### src/rtl/pll_ps_pkg.sv
// Shared state encodings, error codes and channel count for the PLL fine phase-shift sequencer.
package pll_ps_pkg;

    localparam int unsigned NUM_CLKC = 7;

    typedef logic [2:0] ps_state_t;

    localparam ps_state_t StIdle  = 3'd0;
    localparam ps_state_t StCheck = 3'd1;
    localparam ps_state_t StSetup = 3'd2;
    localparam ps_state_t StStep  = 3'd3;
    localparam ps_state_t StWait  = 3'd4;
    localparam ps_state_t StGap   = 3'd5;
    localparam ps_state_t StFin   = 3'd6;

    localparam logic [1:0] ERR_NONE   = 2'd0;
    localparam logic [1:0] ERR_CLKSEL = 2'd1;
    localparam logic [1:0] ERR_NOLOCK = 2'd2;
    localparam logic [1:0] ERR_TMO    = 2'd3;

endpackage

### src/rtl/pll_ps_done_sync.sv
// Two-flop synchronizer plus registered rising-edge detect for an asynchronous psdone.
module pll_ps_done_sync (
    input  logic psclk_i,
    input  logic rstn_i,
    input  logic psdone_i,
    output logic done_pulse_o
);

    logic sync1_q, sync2_q, prev_q, pulse_q;

    always_ff @(posedge psclk_i) begin
        if (!rstn_i) begin
            sync1_q <= 1'b0;
            sync2_q <= 1'b0;
            prev_q  <= 1'b0;
            pulse_q <= 1'b0;
        end else begin
            sync1_q <= psdone_i;
            sync2_q <= sync1_q;
            prev_q  <= sync2_q;
            pulse_q <= sync2_q & ~prev_q;
        end
    end

    assign done_pulse_o = pulse_q;

endmodule

### src/rtl/pll_fine_phase_ctrl.sv
// Sequences PLL dynamic phase-shift steps per command and tracks each channel's phase position.
// Define PLL_PS_DONE_SYNC_EN when psdone is asynchronous to psclk.
module pll_fine_phase_ctrl
    import pll_ps_pkg::*;
#(
    parameter int unsigned PHASE_STEPS = 64,
    parameter int unsigned PHASE_W     = 6,
    parameter int unsigned STEP_W      = 8,
    parameter int unsigned DONE_TMO    = 255,
    parameter int unsigned GAP_CYC     = 2
) (
    input  logic                        psclk,
    input  logic                        rstn,
    input  logic                        pll_lock,
    input  logic                        req_valid,
    output logic                        req_ready,
    input  logic [2:0]                  req_clksel,
    input  logic                        req_down,
    input  logic [STEP_W-1:0]           req_steps,
    output logic                        cmd_done,
    output logic                        cmd_err,
    output logic [1:0]                  err_code,
    output logic                        busy,
    output logic [NUM_CLKC*PHASE_W-1:0] phase_pos,
    output logic [2:0]                  psclksel,
    output logic                        psdown,
    output logic                        psstep,
    input  logic                        psdone
);

    localparam int unsigned TMO_W = $clog2(DONE_TMO + 1);
    localparam int unsigned GAP_W = (GAP_CYC > 1) ? $clog2(GAP_CYC) : 1;
    // Loaded so that a timeout's cmd_done lands exactly DONE_TMO cycles after psstep.
    localparam logic [TMO_W-1:0] TMO_LOAD = TMO_W'(DONE_TMO - 2);
    localparam logic [GAP_W-1:0] GAP_LOAD = GAP_W'(GAP_CYC - 1);

    ps_state_t                   state_q, state_d;
    logic [2:0]                  clksel_q, clksel_d;
    logic                        down_q, down_d;
    logic [STEP_W-1:0]           rem_q, rem_d;
    logic [TMO_W-1:0]            tmo_q, tmo_d;
    logic [GAP_W-1:0]            gap_q, gap_d;
    logic [1:0]                  err_q, err_d;
    logic [NUM_CLKC*PHASE_W-1:0] pos_q, pos_d;
    logic                        ready_q;
    logic                        done_pulse;
    logic                        drive_ps;

`ifdef PLL_PS_DONE_SYNC_EN
    pll_ps_done_sync u_done_sync (
        .psclk_i      (psclk),
        .rstn_i       (rstn),
        .psdone_i     (psdone),
        .done_pulse_o (done_pulse)
    );
`else
    assign done_pulse = psdone;
`endif

    function automatic logic [PHASE_W-1:0] next_pos(input logic [PHASE_W-1:0] p, input logic dn);
        if (dn) begin
            return (p == PHASE_W'(PHASE_STEPS - 1)) ? '0 : p + PHASE_W'(1);
        end
        return (p == '0) ? PHASE_W'(PHASE_STEPS - 1) : p - PHASE_W'(1);
    endfunction

    always_comb begin
        state_d  = state_q;
        clksel_d = clksel_q;
        down_d   = down_q;
        rem_d    = rem_q;
        tmo_d    = tmo_q;
        gap_d    = gap_q;
        err_d    = err_q;
        pos_d    = pos_q;
        unique case (state_q)
            StIdle: begin
                if (req_valid && req_ready) begin
                    clksel_d = req_clksel;
                    down_d   = req_down;
                    rem_d    = req_steps;
                    err_d    = ERR_NONE;
                    state_d  = StCheck;
                end
            end
            StCheck: begin
                if (clksel_q >= 3'(NUM_CLKC)) begin
                    err_d   = ERR_CLKSEL;
                    state_d = StFin;
                end else if (!pll_lock) begin
                    err_d   = ERR_NOLOCK;
                    state_d = StFin;
                end else if (rem_q == '0) begin
                    state_d = StFin;
                end else begin
                    state_d = StSetup;
                end
            end
            StSetup: state_d = StStep;
            StStep: begin
                tmo_d   = TMO_LOAD;
                state_d = StWait;
            end
            StWait: begin
                // psdone wins over a simultaneous timeout.
                if (done_pulse) begin
                    for (int n = 0; n < int'(NUM_CLKC); n++) begin
                        if (clksel_q == 3'(n)) begin
                            pos_d[n*PHASE_W +: PHASE_W] = next_pos(pos_q[n*PHASE_W +: PHASE_W], down_q);
                        end
                    end
                    rem_d   = rem_q - STEP_W'(1);
                    gap_d   = GAP_LOAD;
                    state_d = StGap;
                end else if (tmo_q == '0) begin
                    err_d   = ERR_TMO;
                    state_d = StFin;
                end else begin
                    tmo_d = tmo_q - TMO_W'(1);
                end
            end
            StGap: begin
                if (gap_q != '0) begin
                    gap_d = gap_q - GAP_W'(1);
                end else if (rem_q == '0) begin
                    state_d = StFin;
                end else if (!pll_lock) begin
                    err_d   = ERR_NOLOCK;
                    state_d = StFin;
                end else begin
                    state_d = StStep;
                end
            end
            StFin:   state_d = StIdle;
            default: state_d = StIdle;
        endcase
    end

    always_ff @(posedge psclk) begin
        if (!rstn) begin
            state_q  <= StIdle;
            clksel_q <= '0;
            down_q   <= 1'b0;
            rem_q    <= '0;
            tmo_q    <= '0;
            gap_q    <= '0;
            err_q    <= ERR_NONE;
            pos_q    <= '0;
            ready_q  <= 1'b0;
        end else begin
            state_q  <= state_d;
            clksel_q <= clksel_d;
            down_q   <= down_d;
            rem_q    <= rem_d;
            tmo_q    <= tmo_d;
            gap_q    <= gap_d;
            err_q    <= err_d;
            pos_q    <= pos_d;
            ready_q  <= 1'b1;
        end
    end

    assign drive_ps  = (state_q == StSetup) || (state_q == StStep) ||
                       (state_q == StWait)  || (state_q == StGap);
    assign req_ready = ready_q && (state_q == StIdle);
    assign busy      = (state_q != StIdle);
    assign psstep    = (state_q == StStep);
    assign psclksel  = drive_ps ? clksel_q : 3'd0;
    assign psdown    = drive_ps & down_q;
    assign cmd_done  = (state_q == StFin);
    assign cmd_err   = cmd_done && (err_q != ERR_NONE);
    assign err_code  = cmd_done ? err_q : ERR_NONE;
    assign phase_pos = pos_q;

endmodule

### config.mk
export PLATFORM = sky130hd
export DESIGN_NAME = pll_fine_phase_ctrl
export DESIGN_NICKNAME = d
export VERILOG_FILES = /design/src/rtl/pll_ps_pkg.sv /design/src/rtl/pll_ps_done_sync.sv /design/src/rtl/pll_fine_phase_ctrl.sv
export SDC_FILE = /design/constraint.sdc
export NUM_CORES = 1
export LEC_CHECK = 0
export CELL_PAD_IN_SITES_DETAIL_PLACEMENT = 1
export CELL_PAD_IN_SITES_GLOBAL_PLACEMENT = 1
export CORE_MARGIN = 3
export CORE_UTILIZATION = 41
export CTS_CLUSTER_DIAMETER = 200
export DETAILED_ROUTE_END_ITERATION = 16
export GPL_ROUTABILITY_DRIVEN = 0
export PLACE_DENSITY = 0.88
export SLEW_MARGIN = 15
export SYNTH_ARGS = -nofsm -noshare
export SYNTH_HDL_FRONTEND = slang
export SYNTH_SLANG_ARGS = --single-unit
### constraint.sdc
create_clock -name psclk -period 2 [get_ports psclk]
set_input_delay 0.3 -clock psclk [delete_from_list [all_inputs] [get_ports psclk]]
set_output_delay 0.3 -clock psclk [all_outputs]
set_load 0.1 [all_outputs]
==> results of run 1 <==
## metal layers
| metal | up-vias | wire [um] | global-route usage |
|---|---|---|---|
| li1 | 2637 | - | - |
| met1 | 2741 | 7530 | 0.312 |
| met2 | 147 | 8530 | 0.416 |
| met3 | 20 | 771 | 0.0514 |
| met4 | 0 | 174 | 0.0564 |
| met5 | - | 0 | 0 |
## how the worst min path moves through the flow
stage / start / to / slack, ns
floorplan: rstn / ready_q$_DFF_P_ / 0.33
finish: err_q[0]$_SDFFE_PN0P_ / err_q[0]$_SDFFE_PN0P_ / 0.50
CTS: err_q[0]$_SDFFE_PN0P_ / err_q[0]$_SDFFE_PN0P_ / 0.51
detailed placement: err_q[0]$_SDFFE_PN0P_ / err_q[0]$_SDFFE_PN0P_ / 0.49
global route: phase_pos[7]$_SDFFE_PN0P_ / phase_pos[7]$_SDFFE_PN0P_ / 0.54
global placement: rem_q[1]$_SDFFE_PN0P_ / rem_q[1]$_SDFFE_PN0P_ / 0.47
## layout make-up
type,count,area [um2],area share
clock buffers,15,278,0.0424
clock inverters,1,5.00,0.000764
flip-flops and latches,69,1430,0.218
inverters,42,163,0.0248
multi-input cells,507,3430,0.524
repair buffers,111,1040,0.158
well taps,168,210,0.0321
## repair_timing
action	in CTS	in global routing
hold endpoints to repair	0	0
setup buffers	1	1
resized for setup	4	9
pin swaps	1	0
setup endpoints to repair	4	9
## power groups by stage
stage / clock, mW / sequential, mW / combinational (mW)
2_1_floorplan: 0 / 1.86 / 1.65
3_3_place_gp: 0 / 1.81 / 2.33
3_5_place_dp: 0 / 1.83 / 2.43
4_1_cts: 1.59 / 1.81 / 2.46
5_1_grt: 1.65 / 1.85 / 2.72
6_report: 1.55 / 1.82 / 2.53
## synth_stat cells (5+ instances only)
cell type | count | area [um2]
o31ai_1 | 7 | 52.6
o21ai_0 | 38 | 190
or2_2 | 6 | 37.5
a22oi_1 | 6 | 45.0
a211o_1 | 7 | 61.3
and3_1 | 10 | 62.6
nand2_1 | 47 | 176
nor2_1 | 46 | 173
nand3_1 | 23 | 115
buf_2 | 10 | 50.1
a21oi_1 | 58 | 290
nor3b_1 | 7 | 52.6
a31oi_1 | 16 | 100
o211ai_1 | 8 | 60.1
a221o_1 | 6 | 60.1
mux2i_1 | 10 | 100
o2111ai_1 | 6 | 52.6
and2_1 | 7 | 43.8
clkbuf_1 | 27 | 101
nand2b_1 | 5 | 31.3
a211oi_1 | 15 | 113
nor2b_1 | 7 | 43.8
xnor2_1 | 9 | 78.8
o221a_2 | 5 | 56.3
nor3_1 | 21 | 105
ha_1 | 27 | 338
dfxtp_1 | 69 | 1380
a311oi_1 | 7 | 61.3
o21a_1 | 9 | 67.6
inv_1 | 41 | 154
buf_1 | 7 | 26.3
nand4_1 | 8 | 50.1
## logic make-up (layout without fill, tap and decap cells)
family                   count (synthesis)  in the layout
AO/OA/AOI/OAI                          229            229
XOR/XNOR                                12             12
adder cells (fa/ha/maj)                 27             27
buffers and inverters                   88            169
flip-flops                              69             69
multiplexers                            11             11
AND/OR/NAND/NOR                        228            228
## stage by stage
stage                      util  total power, mW  setup TNS (ns)  area, um2
after floorplan               -             3.51          -0.962       5190
after global placement    0.513             4.14          -0.610       6210
after detailed placement  0.513             4.26           -1.62       6210
after CTS                 0.538             5.86               0       6520
after global routing      0.541             6.22               0       6550
final                     0.541             5.90               0       6550
## worst max-delay path, stage by stage, from the launching register on
cell	delay, ns
dfxtp_4	0.49
inv_6	0.07
nor3_4	0.23
and2_4	0.21
or2_4	0.12
buf_12	0.16
## registers in the layout, summed over array words and instances (netlist names)
register,count
gap_q,1
rem_q,8
err_q,2
tmo_q,8
clksel_q,3
phase_pos,42
down_q,1
ready_q,1
state_q,3
==> flow_summary_export.csv, run 1 <==
group,metric,value,unit
status,status,"completed",
detailed_routing,route.antenna.remaining_nets,0,
clock_network,numCtsBuffers,9,
critical_path,cp_data_required_time,1.70,ns
synth,synth-xor-area-share,0.0206,
die,die-area,0.0138,mm2
synth,muxShareOfSynthArea,0.0218,
die,io_pins,70,
critical_path,r2r_end,"state_q[2]$_SDFFE_PN0P_",
detailed_routing,drtIter0Drc,442,
job,cap_violations,0,
worst_hold_path,hold_class,"flip-flop to flip-flop",
cells_and_area,final_cell_mix,"buf_4 (81), a21oi_1 (58), nand2_1 (46), nor2_1 (46)",
detailed_routing,wire_per_inst,18.6,um
clock_network,cts_max_level,3,
power_and_ir_drop,power.leakage,2.54,nW
synth,synth_ff_type,"dfxtp_1",
synth,synth_edf_count,0,
placed_design,preCtsSetupSlack,-0.159,ns
critical_path,crit_end,"cmd_err",
placed_design,dp.cells,895,
cells_and_area,final_nets,784,
critical_path,r2r_setup_slack,0.13,ns
power_and_ir_drop,power_frac_clock,0.263,
sta,final_max_slew_viol_count,0,
sta,tightest_slew,0.617,ns
die,die_x,118,um
critical_path,cp_max_fo,16,
detailed_routing,vias,5545,
clock_network,clock_latency,0.34,ns
die,rows,40,
detailed_routing,viasPerCell,6.07,
sta,fin_crit,1.93,ns
synth,synth_compound_area_frac,0.309,
synth,seq_area_frac_synth,0.270,
power_and_ir_drop,swShare,0.421,
worst_hold_path,hold_depth,2,
sta,layout_setup_ws,0.0682,ns
sta,slew_headroom,0.586,
power_and_ir_drop,ir_worst_vdd,1.22,mV
power_and_ir_drop,p_comb_frac,0.429,
detailed_routing,drc,0,
detailed_routing,drt_pre_antenna_iters,5,
synth,synthArstFlopShare,0,
sta,clock.fmax,518,MHz
clock_network,cts_tree,"done",
global_routing,grt_pass1_wl,28600,um
critical_path,reg2reg_from,"rem_q[0]$_SDFFE_PN0P_",
critical_path,startpoint_type,"flip-flop",
clock_network,clockBufferDepth,2,
cells_and_area,finalNonFillerCells,913,
sta,fin_crit_sh,0.966,
clock_network,clk_pin_slew,0.06,ns
sta,rsz0062_at_grt,"false",
cells_and_area,drive_gt1_frac,0.236,
sta,skew,0.00866,ns
die,start_util,0.422,
placed_design,port_buffers,69,
detailed_routing,totalWireLength,17000,um
global_routing,grt_usage,0.242,
global_routing,overflow,0,
critical_path,arrival,1.63,ns
power_and_ir_drop,seqPwrFrac,0.308,
critical_path,end_kind,"output port",
global_routing,grt_pass1_vias,5681,
critical_path,worst_r2r_path_depth,6,
synth,syn_avg_cell_area,7.70,um2
cells_and_area,nFillCells,1482,
clock_network,root_buffer,"clkbuf_16",
synth,netlist_instances,664,
synth,netlist_area,0.00511,mm2
global_routing,grt_max_degree,43,
cells_and_area,final_common_cell,"buf_4",
sta,holdWs,0.498,ns
critical_path,worstSetupPathType,"flip-flop to output port",
power_and_ir_drop,intPower,3.42,mW
synth,synth_top_family_by_area,"compound AO/OA/AOI/OAI gates",
clock_network,clkSinkCount,69,
sta,hold_violations,0,
synth,ys_types,75,
power_and_ir_drop,power.density,901,mW/mm2
die,core_region_area,0.0121,mm2
synth,ys.warnings.count,0,
sta,setup_viol,0,
critical_path,crit_start,"state_q[1]$_SDFFE_PN0P_",
die,die_h,118,um
cells_and_area,area_growth,28.2,%
synth,synthAdderAreaFrac,0.0661,
cells_and_area,antenna_cells,0,
synth,synthSimpleGateAreaFrac,0.243,
clock_network,cts_hold_buf,0,
power_and_ir_drop,switchingPower,2.48,mW
synth,postSynthRegisterBits,69,
global_routing,antenna_found_initial,0,
synth,syn_nets,708,
placed_design,hpwlAfterDp,12000,um
(Power assumes the default switching activity.)
==> run 2: changes to the inputs <==
Settings changed: CORE_UTILIZATION 41 to 42, CTS_BUF_LIST set to sky130_fd_sc_hd__clkbuf_4, CTS_CLUSTER_SIZE set to 14, PLACE_DENSITY 0.88 to 0.9, SETUP_SLACK_MARGIN set to 0.05.
==> run 2 against run 1 <==
  * First-iteration DRC count down 11%
  * Non-clock buffer count up 12
  * Total power down 6.4%
  * Critical path depth unchanged
  * Global-route usage up 1.5 points
  * Setup slack better by 0.011 ns
  * Utilization up 1.6 points
  * Sequential cell count unchanged
  * Critical endpoint unchanged
  * Largest power group unchanged
==> flow_summary_export.csv, run 2 (synthesis gave the netlist of run 1 again) <==
group,metric,value,unit
detailed_routing,wire_per_inst,19.1,um
die,die_x,116,um
critical_path,crit_start,"state_q[0]$_SDFFE_PN0P_",
clock_network,cts_tree,"done",
global_routing,grt_max_degree,51,
critical_path,arrival,1.62,ns
clock_network,numCtsBuffers,9,
sta,hold_violations,0,
clock_network,clockBufferDepth,2,
worst_hold_path,hold_depth,2,
worst_hold_path,hold_end,"err_q[1]$_SDFFE_PN0P_",
worst_hold_path,hp-start,"err_q[1]$_SDFFE_PN0P_",
detailed_routing,vias,5636,
die,rows,39,
placed_design,hpwlAfterDp,12400,um
global_routing,grt_usage,0.257,
cells_and_area,area_growth,27.1,%
worst_hold_path,hold_class,"flip-flop to flip-flop",
critical_path,worstSetupPathType,"flip-flop to output port",
status,status,"completed",
critical_path,worst_r2r_path_depth,7,
critical_path,cp_top_family,"simple AND/OR/NAND/NOR gates",
sta,fin_crit_sh,0.960,
sta,setup_viol,0,
critical_path,cp_data_required_time,1.70,ns
critical_path,cp_max_fo,7,
detailed_routing,viasPerCell,6.27,
die,die_h,116,um
clock_network,clock_latency,0.47,ns
job,cap_violations,0,
placed_design,placed_area,0.00620,mm2
cells_and_area,final_common_cell,"buf_4",
clock_network,cts_max_level,3,
sta,rsz0062_at_grt,"true",
critical_path,cp.buffers_inverters,2,
power_and_ir_drop,ir_worst_vdd,1.80,mV
cells_and_area,final_nets,796,
power_and_ir_drop,power.density,850,mW/mm2
global_routing,grt_pass1_wl,28400,um
clock_network,clkSinkCount,69,
die,start_util,0.438,
power_and_ir_drop,power,5.52,mW
detailed_routing,totalWireLength,17200,um
cells_and_area,final_cell_area,0.00650,mm2
cells_and_area,final_core_util,0.557,
cells_and_area,antenna_cells,0,
cells_and_area,final_cell_mix,"buf_4 (92), a21oi_1 (58), nand2_1 (47), nor2_1 (46), o21ai_0 (38)",
clock_network,clk_pin_slew,0.11,ns
global_routing,grt_pass1_vias,5987,
sta,slew_headroom,0.601,
critical_path,path_cells,"buf_6, nor3_4, and2_4, or2_4, buf_12",
critical_path,r2r_end,"err_q[0]$_SDFFE_PN0P_",
sta,clock.fmax,521,MHz
global_routing,overflow,0,
die,die-area,0.0135,mm2
critical_path,critPathSlowestCell,"dfxtp_4",
clock_network,cts_hold_buf,0,
sta,fin_crit,1.92,ns
cells_and_area,largest_reg_flops,42,
global_routing,antenna_found_initial,0,
critical_path,reg2reg_from,"tmo_q[1]$_SDFFE_PN0P_",
detailed_routing,drt_pre_antenna_iters,5,
power_and_ir_drop,power.leakage,2.55,nW
critical_path,end_kind,"output port",
detailed_routing,drtIter0Drc,393,
placed_design,port_buffers,69,
critical_path,startpoint_type,"flip-flop",
sta,final_max_slew_viol_count,0,
sta,tightest_slew,0.595,ns
detailed_routing,route.antenna.remaining_nets,0,
die,core_region_area,0.0117,mm2
cells_and_area,nFillCells,1414,
sta,skew,0.0187,ns
cells_and_area,drive_gt1_frac,0.257,
critical_path,cpPeakStageDelay,0.38,ns
critical_path,r2r_setup_slack,0.11,ns
clock_network,root_buffer,"clkbuf_4",
die,io_pins,70,
detailed_routing,drc,0,
## run 2: cell types whose count changed in the layout (fill, tap and decap cells not counted), sizes merged
cell	before	now
clkinv	2	3
buf	94	107
clkbuf	16	12
bufinv	0	1
## run 2: report_power, final
group | internal, mW | total, mW | switching [mW]
Combinational | 1.10 | 2.82 | 1.73
Sequential | 1.53 | 1.75 | 0.219
Clock | 0.411 | 0.952 | 0.541
## run 2: cell type report
cell class,instances,area [um2],area share
clock inverters,3,38.8,0.00597
clock buffers,12,90.1,0.0139
flip-flops and latches,69,1440,0.221
inverters,42,165,0.0254
multi-input cells,507,3450,0.532
repair buffers,123,1130,0.174
well taps,143,179,0.0275
## run 2: how the worst max path moves through the flow
stage / endpoint / slack [ns] / depth (start not counted)
after detailed placement: phase_pos[11]$_SDFFE_PN0P_ / -0.21 / 6
final: cmd_err / 0.08 / 5
after global routing: cmd_err / 0.003 / 5
after floorplan: cmd_err / -0.58 / 5
after CTS: psstep / 0.03 / 5
after global placement: phase_pos[9]$_SDFFE_PN0P_ / -0.12 / 6
## run 2: worst reg2reg max path, stage by stage, from the launching register on
cell      delay [ns]
dfxtp_2         0.35
inv_1           0.08
ha_1            0.15
or3b_4          0.39
buf_4           0.16
o31ai_1         0.26
o211ai_1        0.23
mux2i_1         0.17
## run 2: what timing repair did
item	in CTS	in global routing
setup endpoints to repair	14	24
resized for setup	9	13
buffers inserted	8	3
pin swaps	3	0
cloned	0	0
## run 2: stage by stage
stage | worst slack [ns] | setup TNS (ns) | cells | hold slack (ns)
2_1_floorplan | -0.579 | -0.962 | 664 | 0.328
3_3_place_gp | -0.124 | -1.19 | 873 | 0.478
3_5_place_dp | -0.214 | -2.99 | 873 | 0.486
4_1_cts | 0.0265 | 0 | 896 | 0.483
5_1_grt | 0.00339 | 0 | 899 | 0.491
6_report | 0.0790 | 0 | 899 | 0.496
## run 2: layer usage
layer,vias to the layer above,wire (um),global-route usage
met5,-,0,0
met4,0,237,0.0982
met2,165,8650,0.452
met1,2788,7400,0.312
li1,2661,-,-
met3,22,869,0.0456
